<file path="src/rtl/hazard_unit.sv">
// rtl/hazard_unit.sv - load-use/redirect/memory-wait hazard controller for the 5-stage core
//
// Produces the PC and pipeline-register enables and flushes that forwarding
// cannot resolve. It also keeps a sticky data-memory wait timeout flag and
// two saturating performance counters.
//
// Ports:
//   CLK, RSTn                  clock, asynchronous active-low reset
//   rs1_id, rs2_id             source registers of the ID instruction
//   use_rs1_id, use_rs2_id     ID instruction actually reads rs1 / rs2
//   rd_ex                      destination register of the EX instruction
//   MemRead_ex, RegWrite_ex    EX instruction is a load / writes a register
//   redirect_ex                taken branch or jump resolved in EX
//   dmem_req_mem, dmem_ready   MEM data access request / completion
//   pc_write, ifid_write,
//   idex_write, exmem_write    register enables (exmem_write also gates MEM/WB)
//   ifid_flush, idex_flush     insert NOP into IF/ID, bubble into ID/EX
//   mem_timeout                sticky flag: a memory wait reached TIMEOUT cycles
//   stall_cycles, flush_count  saturating performance counters
module hazard_unit #(
  parameter int CNT_W   = 32,
  parameter int WAIT_W  = 8,
  parameter int TIMEOUT = 255
) (
  input  logic             CLK,
  input  logic             RSTn,
  input  logic [4:0]       rs1_id,
  input  logic [4:0]       rs2_id,
  input  logic             use_rs1_id,
  input  logic             use_rs2_id,
  input  logic [4:0]       rd_ex,
  input  logic             MemRead_ex,
  input  logic             RegWrite_ex,
  input  logic             redirect_ex,
  input  logic             dmem_req_mem,
  input  logic             dmem_ready,
  output logic             pc_write,
  output logic             ifid_write,
  output logic             idex_write,
  output logic             exmem_write,
  output logic             ifid_flush,
  output logic             idex_flush,
  output logic             mem_timeout,
  output logic [CNT_W-1:0] stall_cycles,
  output logic [CNT_W-1:0] flush_count
);

  typedef enum logic {ST_RUN, ST_WAIT} state_t;

  localparam logic [WAIT_W-1:0] WAIT_MAX = {WAIT_W{1'b1}};
  localparam logic [WAIT_W-1:0] TO_LAST  = WAIT_W'(TIMEOUT - 1);
  localparam logic [CNT_W-1:0]  CNT_MAX  = {CNT_W{1'b1}};

  state_t            state;
  logic [WAIT_W-1:0] wait_cnt;
  logic              hold;
  logic              load_use;
  logic              rs1_hit;
  logic              rs2_hit;

  assign hold     = dmem_req_mem & ~dmem_ready;
  assign rs1_hit  = use_rs1_id & (rs1_id == rd_ex);
  assign rs2_hit  = use_rs2_id & (rs2_id == rd_ex);
  assign load_use = MemRead_ex & RegWrite_ex & (rd_ex != 5'd0) & (rs1_hit | rs2_hit);

  // Priority: hold freezes everything (pending redirect/load-use included),
  // a redirect kills the wrong-path ID instruction so load-use is moot.
  always_comb begin
    pc_write    = 1'b0;
    ifid_write  = 1'b0;
    idex_write  = 1'b0;
    exmem_write = 1'b0;
    ifid_flush  = 1'b0;
    idex_flush  = 1'b0;
    if (!RSTn || hold) begin
      pc_write = 1'b0;
    end else if (redirect_ex) begin
      pc_write    = 1'b1;
      ifid_write  = 1'b1;
      idex_write  = 1'b1;
      exmem_write = 1'b1;
      ifid_flush  = 1'b1;
      idex_flush  = 1'b1;
    end else if (load_use) begin
      idex_write  = 1'b1;
      idex_flush  = 1'b1;
      exmem_write = 1'b1;
    end else begin
      pc_write    = 1'b1;
      ifid_write  = 1'b1;
      idex_write  = 1'b1;
      exmem_write = 1'b1;
    end
  end

  // wait_cnt counts the hold cycles of the current wait already completed,
  // so the cycle that enters WAIT loads 1. The timeout fires on the hold cycle
  // that is the TIMEOUT-th in a row; in RUN wait_cnt is 0, which also covers
  // TIMEOUT == 1 on the very first hold cycle.
  always_ff @(posedge CLK or negedge RSTn) begin
    if (!RSTn) begin
      state        <= ST_RUN;
      wait_cnt     <= '0;
      mem_timeout  <= 1'b0;
      stall_cycles <= '0;
      flush_count  <= '0;
    end else begin
      case (state)
        ST_RUN: begin
          if (hold) begin
            state    <= ST_WAIT;
            wait_cnt <= WAIT_W'(1);
          end else begin
            wait_cnt <= '0;
          end
        end
        ST_WAIT: begin
          if (hold) begin
            if (wait_cnt != WAIT_MAX) wait_cnt <= wait_cnt + WAIT_W'(1);
          end else begin
            state    <= ST_RUN;
            wait_cnt <= '0;
          end
        end
        default: begin
          state    <= ST_RUN;
          wait_cnt <= '0;
        end
      endcase

      if (hold && (wait_cnt == TO_LAST)) mem_timeout <= 1'b1;

      if (!pc_write && (stall_cycles != CNT_MAX)) stall_cycles <= stall_cycles + CNT_W'(1);
      if (ifid_flush && (flush_count != CNT_MAX)) flush_count <= flush_count + CNT_W'(1);
    end
  end

endmodule

</file>
<file path="config.mk">
export PLATFORM = sky130hd
export DESIGN_NAME = hazard_unit
export DESIGN_NICKNAME = d
export VERILOG_FILES = /design/src/rtl/hazard_unit.sv
export SDC_FILE = /design/constraint.sdc
export NUM_CORES = 1
export LEC_CHECK = 0
export CAP_MARGIN = 10
export CORE_ASPECT_RATIO = 1.5
export CORE_UTILIZATION = 30
export DETAILED_ROUTE_END_ITERATION = 8
export SYNTH_ARGS = -nofsm -noshare
export SYNTH_HDL_FRONTEND = slang
export SYNTH_SLANG_ARGS = --single-unit
export TNS_END_PERCENT = 5
</file>
<file path="constraint.sdc">
create_clock -name CLK -period 2.1 [get_ports CLK]
set_input_delay 0.42 -clock CLK [delete_from_list [all_inputs] [get_ports CLK]]
set_output_delay 0.42 -clock CLK [all_outputs]
set_load 0.01 [all_outputs]
</file>
# Word-level counts from Yosys, hierarchy flattened
# Index checks and enable logic that the tools add are counted.
[op_classes]
n_eq_ne = 7
n_mux = 14
n_reduce_logical = 7
bitwise_logic = 9
add_sub_neg = 3
[op_table]
columns = ["operator", "n"]
rows = [
  ["$add 32x1->32 const B", 2],
  ["$ne 32x32->1 const B", 2],
  ["$mux 8", 2],
  ["$pmux 8 s2", 1],
  ["$mux 1", 11],
  ["$eq 5x5->1", 2],
  ["$add 8x1->8 const B", 1],
  ["$eq 8x8->1 const B", 1],
  ["$ne 8x8->1 const B", 1],
  ["$and 1x1->1", 6],
  ["$reduce_bool 5->1", 1],
  ["$logic_and 1x1->1", 3],
  ["$ne 3x2->1 const B", 1],
  ["$logic_not 1->1", 2],
  ["$not 1->1", 2],
  ["$logic_or 1x1->1", 1],
  ["$or 1x1->1", 1],
]
[totals]
out_inout_bits = 71
input_bits = 24
reg_bits = 74

# Logic depth before layout (Yosys ltp)
# Gate-level depths: netlist of run 1.
[logic_depth]
ltp_word = 9
ltp_mapped = 9

# Worst setup path after synthesis of run 1
# OpenSTA, ideal clock, no wires.
[synth_path]
kind = "input to register"
startpoint = "input rd_ex[0]"
endpoint = "register stall_cycles[24]"
required_ps = 1975
setup_time_ps = 125
setup_slack_ps = -4
stages = 7
t_arrival_ps = 1979
path_cell_list = "or4_1 -> o211ai_2 -> nor2_1 -> a21oi_4 -> nor4_2 -> nand3_1 -> mux2_2"
[synth_via]
elab_chain_len = 9
elab_cells_between_ends = 13
cone_classes = "2 x eq/ne; 3 x mux; 5 x bitwise; 3 x reduce/logical"
[synth_rtl]
columns = ["item", "line_no", "text"]
rows = [
  ["from (decl)", "31", "input logic [4:0] rd_ex,"],
  ["$eq 5x5->1, on equally long branches", "62, 63", ""],
  ["$and 1x1->1, on equally long branches", "62, 63", ""],
  ["$or 1x1->1", "64", "assign load_use = MemRead_ex & RegWrite_ex & (rd_ex != 5'd0) & (rs1_hit | rs2_hit);"],
  ["$and 1x1->1 *", "64", ""],
  ["$mux 1 * (3 in series)", "n/a", ""],
  ["via ifid_write", "38", "output logic ifid_write,"],
  ["$logic_not 1->1 *", "133", "if (!pc_write && (stall_cycles != CNT_MAX)) stall_cycles <= stall_cycles + CNT_W'(1);"],
  ["$logic_and 1x1->1 *", "133", ""],
  ["to (signal assigned)", "133", ""],
  ["to (decl)", "44", "output logic [CNT_W-1:0] stall_cycles,"],
]
# Mark *: on every way through the listed nets, which the timed path passes. The rest lies on a longest branch.
# A chain may end at the register's enable or synchronous reset.

# Final worst setup path of run 1
[layout_path]
startpoint = "input rd_ex[3]"
endpoint = "output ifid_write"
[layout_via]
elab_chain_len = 7
elab_cells_between_ends = 11
cone_classes = "2 x eq/ne; 3 x mux; 5 x bitwise; 1 x reduce/logical"
[layout_rtl]
columns = ["item", "line_no", "text"]
rows = [
  ["$eq 5x5->1, on equally long branches", "62, 63", ""],
  ["$and 1x1->1, on equally long branches", "62, 63", ""],
  ["$or 1x1->1", "64", ""],
  ["$and 1x1->1 *", "64", ""],
  ["$mux 1 *", "84", "end else if (load_use) begin"],
  ["$mux 1 *", "77", "end else if (redirect_ex) begin"],
  ["$mux 1 *", "75", "if (!RSTn || hold) begin"],
  ["to (decl)", "38", ""],
]
# Mark *: on every way between the ends. The rest lies on a longest branch, timed or not.

==> impl_metrics.env, run 1 <==
export IMPL_yosys_register_bits=74
export IMPL_io_pins=95
export IMPL_min_period_over_period=0.991
export IMPL_setup_violations=0
export IMPL_reg2reg_to="flush_count[8]"
export IMPL_p_comb_frac=0.189
export IMPL_min_path_type="in2async"
export IMPL_seq_area_mm2=0.00185
export IMPL_netlist_instances=341
export IMPL_maxSlewViolCount=0
export IMPL_start_util=0.307
export IMPL_synthMostInstantiatedCell="dfrtp_1"
export IMPL_cts_sinks=74
export IMPL_outcome="complete, no violations"
export IMPL_grt_max_degree=42
export IMPL_yosysSeqAreaShare=0.504
export IMPL_ir_drop_uv=462
export IMPL_grtUsageTotal=0.151
export IMPL_n_fill_cell=1114
export IMPL_cts_buffer_depth=2
export IMPL_routed_wl_mm=9.04
export IMPL_vias_per_cell=4.78
export IMPL_rsz0062_at_grt="true"
export IMPL_r2r_start="flush_count[19]"
export IMPL_synth_top_cell_area_share=0.504
export IMPL_whs_ns=0.152
export IMPL_start_kind="input port"
export IMPL_worstPathArrival_ns=1.66
export IMPL_worst_r2r_cell_count=8
export IMPL_powerDensity_mw_per_mm2=764
export IMPL_cts_tree="built"
export IMPL_worstPathMaxFanout=3
export IMPL_drt_iter0_drc=145
export IMPL_drc_errors=0
export IMPL_die_h_um=138
export IMPL_final_hold_viol_count=0
export IMPL_yosys_top_cells_area="dfrtp_1 (50%), xnor2_1 (14%), nand3_1 (4.2%), xor2_1 (4.1%), nand4_1 (3.9%)"
export IMPL_yosys_area_top_type="dfrtp_1"
export IMPL_drt_wirelength_per_cell_um=14.2
export IMPL_portBuffers=94
export IMPL_p_sw_mw=1.06
export IMPL_seq_power_share=0.404
export IMPL_antenna_left=0
export IMPL_relSlewSlack=0.583
export IMPL_hold_buffers=0
export IMPL_post_place_cells=619
export IMPL_hpwl_mm=6.81
export IMPL_endpoint_kind="output pin"
export IMPL_yosys_most_used_dff="dfrtp_1"
export IMPL_cts_root_buf="clkbuf_16"
export IMPL_cap_violations=0
export IMPL_multi_input_area_mm2=0.00181
export IMPL_grt_pass1_wl_mm=14.8
export IMPL_dieArea_mm2=0.0127
export IMPL_internal_power_mw=3.10
export IMPL_synth_edf_count=0
export IMPL_rrSetupSlack_ns=0.15
export IMPL_path_clk_slew_ns=0.05
export IMPL_syn_to_final_growth_pct=48.3
export IMPL_layout_drive_gt1_share=0.186
export IMPL_die_w_um=92.4
export IMPL_place_congestion=0.804
export IMPL_clk_latency_ns=0.33
export IMPL_async_flop_share=1.00
export IMPL_cts_htree_levels=3
export IMPL_worstSetupPathType="in2out"
export IMPL_nets=506
export IMPL_syn_avg_cell_area_um2=10.8
export IMPL_final_cells=636
export IMPL_grt_overflow_total=0
export IMPL_clkPwrFrac=0.407
export IMPL_clock_skew_ns=0.00762
export IMPL_setup_tns_final_ns=0
export IMPL_synth_area_mm2=0.00368
export IMPL_swShare=0.255
export IMPL_grt_antenna_before_repair=0
export IMPL_num_antenna_cells=0
export IMPL_first_global_vias=3083
export IMPL_synth_net_count=369
export IMPL_yosys_top_cells_count="dfrtp_1 (74), xnor2_1 (57), nand3_1 (31)"
export IMPL_routed_via_count=3043
export IMPL_maxClockFrequency_ghz=0.481
export IMPL_cp_data_required_time_ns=1.68
export IMPL_firstDrtPassIters=4
export IMPL_p_leak_nw=2.43
export IMPL_cts_buffers_inserted=9
export IMPL_ys_types=45
export IMPL_tightest_slew_ns=0.620
export IMPL_core_area_mm2=0.0120
export IMPL_fin_crit_ns=2.08
export IMPL_ys_warn_count=0
export IMPL_std_cell_rows=49
==> critical path, cell delays in order <==
cell and delay [ns]:
buf_6 0.09, or4_4 0.53, o211ai_2 0.20, nor2_2 0.07, a21oi_4 0.18, buf_2 0.16
==> cell families after synthesis <==
| logic type | count (synthesis) | synth area share |
|---|---|---|
| and+or+nand+nor | 159 | 0.250 |
| xor gates and xnor gates | 74 | 0.176 |
| DFF | 74 | 0.504 |
| AOI/OAI and AO/OA | 14 | 0.0303 |
| buffers and inverters | 14 | 0.0191 |
| adders and majority gates | 4 | 0.0136 |
| muxes | 2 | 0.00715 |
==> registers in the layout, indices dropped and copies added (netlist names) <==
| signal | count |
|---|---|
| flush_count | 32 |
| stall_cycles | 32 |
| wait_cnt | 8 |
| mem_timeout | 1 |
| state | 1 |
==> routing by layer <==
metal,global-route usage,part of all wire
met5,0,0
met4,0.0790,0.023
met3,0.0243,0.040
met2,0.265,0.51
met1,0.175,0.42
==> stage by stage <==
stage / utilization / setup WS (ns) / instance area (µm²) / power, mW
global placement: 0.422 / -0.828 / 5040 / 2.49
finish: 0.456 / 0.0199 / 5450 / 4.16
floorplan: - / 0.0172 / 3680 / 2.03
detailed placement: 0.422 / -0.830 / 5040 / 2.50
CTS: 0.453 / -0.155 / 5420 / 4.23
global route: 0.456 / -0.0152 / 5450 / 4.36
==> what timing repair did <==
| action | in CTS | in global routing |
|---|---|---|
| resized for setup | 34 | 27 |
| cloned | 0 | 0 |
| buffers inserted | 2 | 0 |
| hold endpoints to repair | 0 | 0 |
| pin swaps | 8 | 18 |
| endpoints found under the setup margin | 38 | 32 |
==> how the worst max path moves through the flow <==
stage                            end  slack (ns)  startpoint
floorplan           stall_cycles[24]        0.02    rd_ex[0]
global placement          ifid_write       -0.83    rd_ex[0]
detailed placement        ifid_write       -0.83    rd_ex[0]
CTS                       idex_flush       -0.16   rs1_id[1]
global route              ifid_write       -0.02    rd_ex[3]
finish                    ifid_write        0.02    rd_ex[3]
==> power groups by stage <==
stage               registers, mW  logic (mW)  clock network (mW)
finish                       1.68       0.787                1.69
global route                 1.70       0.858                1.80
detailed placement           1.71       0.790                   0
global placement             1.71       0.780                   0
floorplan                    1.76       0.269                   0
CTS                          1.69       0.801                1.74
==> final cells by class <==
cell class | instances | area share
clock buffer | 12 | 0.0471
clock inverter | 4 | 0.0135
inverter | 9 | 0.00620
multi-input combinational | 253 | 0.333
sequential | 74 | 0.340
tap | 153 | 0.0351
timing repair buffer | 131 | 0.225
==> placed cells by master, fill, tap and decap left out, drive strengths merged, types with 9 or more instances in the layout <==
cell	n
clkbuf	15
nand2	31
nor2	24
buf	43
clkdlybuf4s50	72
xor2	17
xnor2	57
inv	9
dfrtp	74
nand4	25
nand3	33
and3	14
dlymetal6s2s	9
Note: power is estimated with default switching activity, not from simulation.
==> run 2: changes to the inputs <==
GPL_TIMING_DRIVEN = 0   (was not set)
==> run 2 against run 1 <==
Effect of this change: the flow now finishes with violations (setup timing); sequential share of layout area increased by 0.99 points; flip-flop and latch count unchanged; combinational power shrank 8.8%; maximum frequency fell by 2.7%; design area fell by 2.7%; critical path type unchanged; critical endpoint is now pc_write; largest cell class unchanged; highest routed layer unchanged.
==> impl_metrics.env, run 2 (same netlist as run 1, synthesis figures left out) <==
export IMPL_outcome="complete, but fails checks"
export IMPL_violations="setup timing"
export IMPL_cts_tree="built"
export IMPL_vias_per_cell=4.85
export IMPL_internal_power_mw=3.00
export IMPL_grt_max_degree=43
export IMPL_largestRegisters="flush_count: 32 flops, stall_cycles: 32 flops, wait_cnt: 8 flops"
export IMPL_grt_pass1_wl_mm=14.5
export IMPL_final_cell_mix="clkdlybuf4s50_1 (73), dfrtp_1 (72), xnor2_1 (57)"
export IMPL_io_pins=95
export IMPL_start_util=0.307
export IMPL_maxSlewViolCount=0
export IMPL_path_clk_slew_ns=0.06
export IMPL_grtUsageMet2=0.262
export IMPL_firstDrtPassIters=4
export IMPL_relSlewSlack=0.488
export IMPL_min_period_over_period=1.02
export IMPL_cts_buffers_inserted=9
export IMPL_place_congestion=0.771
export IMPL_final_hold_viol_count=0
export IMPL_p_leak_nw=2.31
export IMPL_die_w_um=92.4
export IMPL_drt_iter0_drc=61
export IMPL_routed_wl_mm=8.67
export IMPL_drc_errors=0
export IMPL_fin_crit_ns=2.14
export IMPL_antenna_left=0
export IMPL_cts_buffer_depth=2
export IMPL_swShare=0.258
export IMPL_portBuffers=94
export IMPL_hpwl_mm=6.39
export IMPL_setup_violations=1
export IMPL_worstPathMaxFanout=3
export IMPL_reg2reg_to="stall_cycles[19]"
export IMPL_cts_root_buf="clkbuf_16"
export IMPL_r2r_start="stall_cycles[2]"
export IMPL_rsz0062_at_grt="true"
export IMPL_endpoint_kind="output pin"
export IMPL_met3_usage=0.0375
export IMPL_grtUsageMet1=0.161
export IMPL_min_path_type="in2async"
export IMPL_powerDensity_mw_per_mm2=763
export IMPL_num_antenna_cells=0
export IMPL_die_h_um=138
export IMPL_grtUsageTotal=0.146
export IMPL_setup_tns_final_ns=-0.0382
export IMPL_worst_r2r_cell_count=9
export IMPL_final_area_mm2=0.00530
export IMPL_cts_sinks=74
export IMPL_clock_skew_ns=0.00597
export IMPL_grt_overflow_total=0
export IMPL_grt_busiest_layer="met2"
export IMPL_cp_data_required_time_ns=1.68
export IMPL_maxClockFrequency_ghz=0.468
export IMPL_tightest_slew_ns=0.762
export IMPL_std_cell_rows=49
export IMPL_worstSetupPathType="in2out"
export IMPL_first_global_vias=3044
export IMPL_worstPathArrival_ns=1.72
export IMPL_cts_htree_levels=3
export IMPL_ir_drop_uv=491
export IMPL_clkPwrFrac=0.399
export IMPL_dieArea_mm2=0.0127
export IMPL_layout_drive_gt1_share=0.151
export IMPL_routed_via_count=2989
export IMPL_seq_power_share=0.423
export IMPL_grt_antenna_before_repair=0
export IMPL_placed_area_mm2=0.00483
export IMPL_rrSetupSlack_ns=0.09
export IMPL_syn_to_final_growth_pct=44.2
export IMPL_whs_ns=0.0424
export IMPL_drt_wirelength_per_cell_um=14.1
export IMPL_core_area_mm2=0.0120
export IMPL_clk_latency_ns=0.33
export IMPL_worst_slack_ns=-0.0382
export IMPL_p_sw_mw=1.04
export IMPL_cap_violations=0
export IMPL_power_total_mw=4.04
export IMPL_nets=486
export IMPL_final_common_cell="clkdlybuf4s50_1"
export IMPL_start_kind="input port"
export IMPL_p_comb_frac=0.178
-- run 2: per-layer routing --
metal | vias to the layer above | wire length (µm)
li1 | 1428 | -
met1 | 1485 | 3530
met2 | 60 | 4610
met3 | 16 | 382
met4 | 0 | 150
met5 | - | 0
-- run 2: what timing repair did --
item                       CTS  global route
setup buffers                5             6
setup endpoints to repair   52            50
resized for setup           52            17
hold buffers                 0             0
pin swaps                    9            22
-- run 2: critical path, cell delays in order --
cell and delay [ns]:
buf_8 0.09, or4_4 0.52, o211ai_2 0.18, nor2_2 0.07
a21oi_4 0.21, buf_6 0.13, buf_6 0.09
-- run 2: power by group through the flow --
stage | clock network (mW) | logic (mW) | registers, mW
detailed placement | 0 | 0.700 | 1.74
finish | 1.61 | 0.718 | 1.71
global placement | 0 | 0.690 | 1.74
CTS | 1.67 | 0.711 | 1.71
floorplan | 0 | 0.269 | 1.76
global route | 1.72 | 0.791 | 1.73
-- run 2: per-stage QoR --
step / worst slack (ns) / instances / utilization
after floorplan: 0.0172 / 341 / -
after global placement: -3.62 / 588 / 0.402
after detailed placement: -1.08 / 589 / 0.404
after CTS: -0.131 / 610 / 0.436
after global routing: -0.0922 / 616 / 0.444
final: -0.0382 / 616 / 0.444
-- run 2: layout make-up --
cell class / count / area (µm²)
plain buffers: 5 / 45.0
clock buffers: 11 / 233
clock inverters: 5 / 78.8
fillers: 1153 / 6650
inverters: 9 / 33.8
multi-input cells: 253 / 1810
flip-flops and latches: 74 / 1850
well taps: 153 / 191
repair buffers: 106 / 1050
-- run 2: worst max path at each step --
stage / end / start
6_report: pc_write / rd_ex[2]
4_1_cts: pc_write / rd_ex[2]
3_5_place_dp: pc_write / rd_ex[0]
3_3_place_gp: flush_count[23] / RSTn
5_1_grt: pc_write / rd_ex[2]
2_1_floorplan: stall_cycles[24] / rd_ex[0]
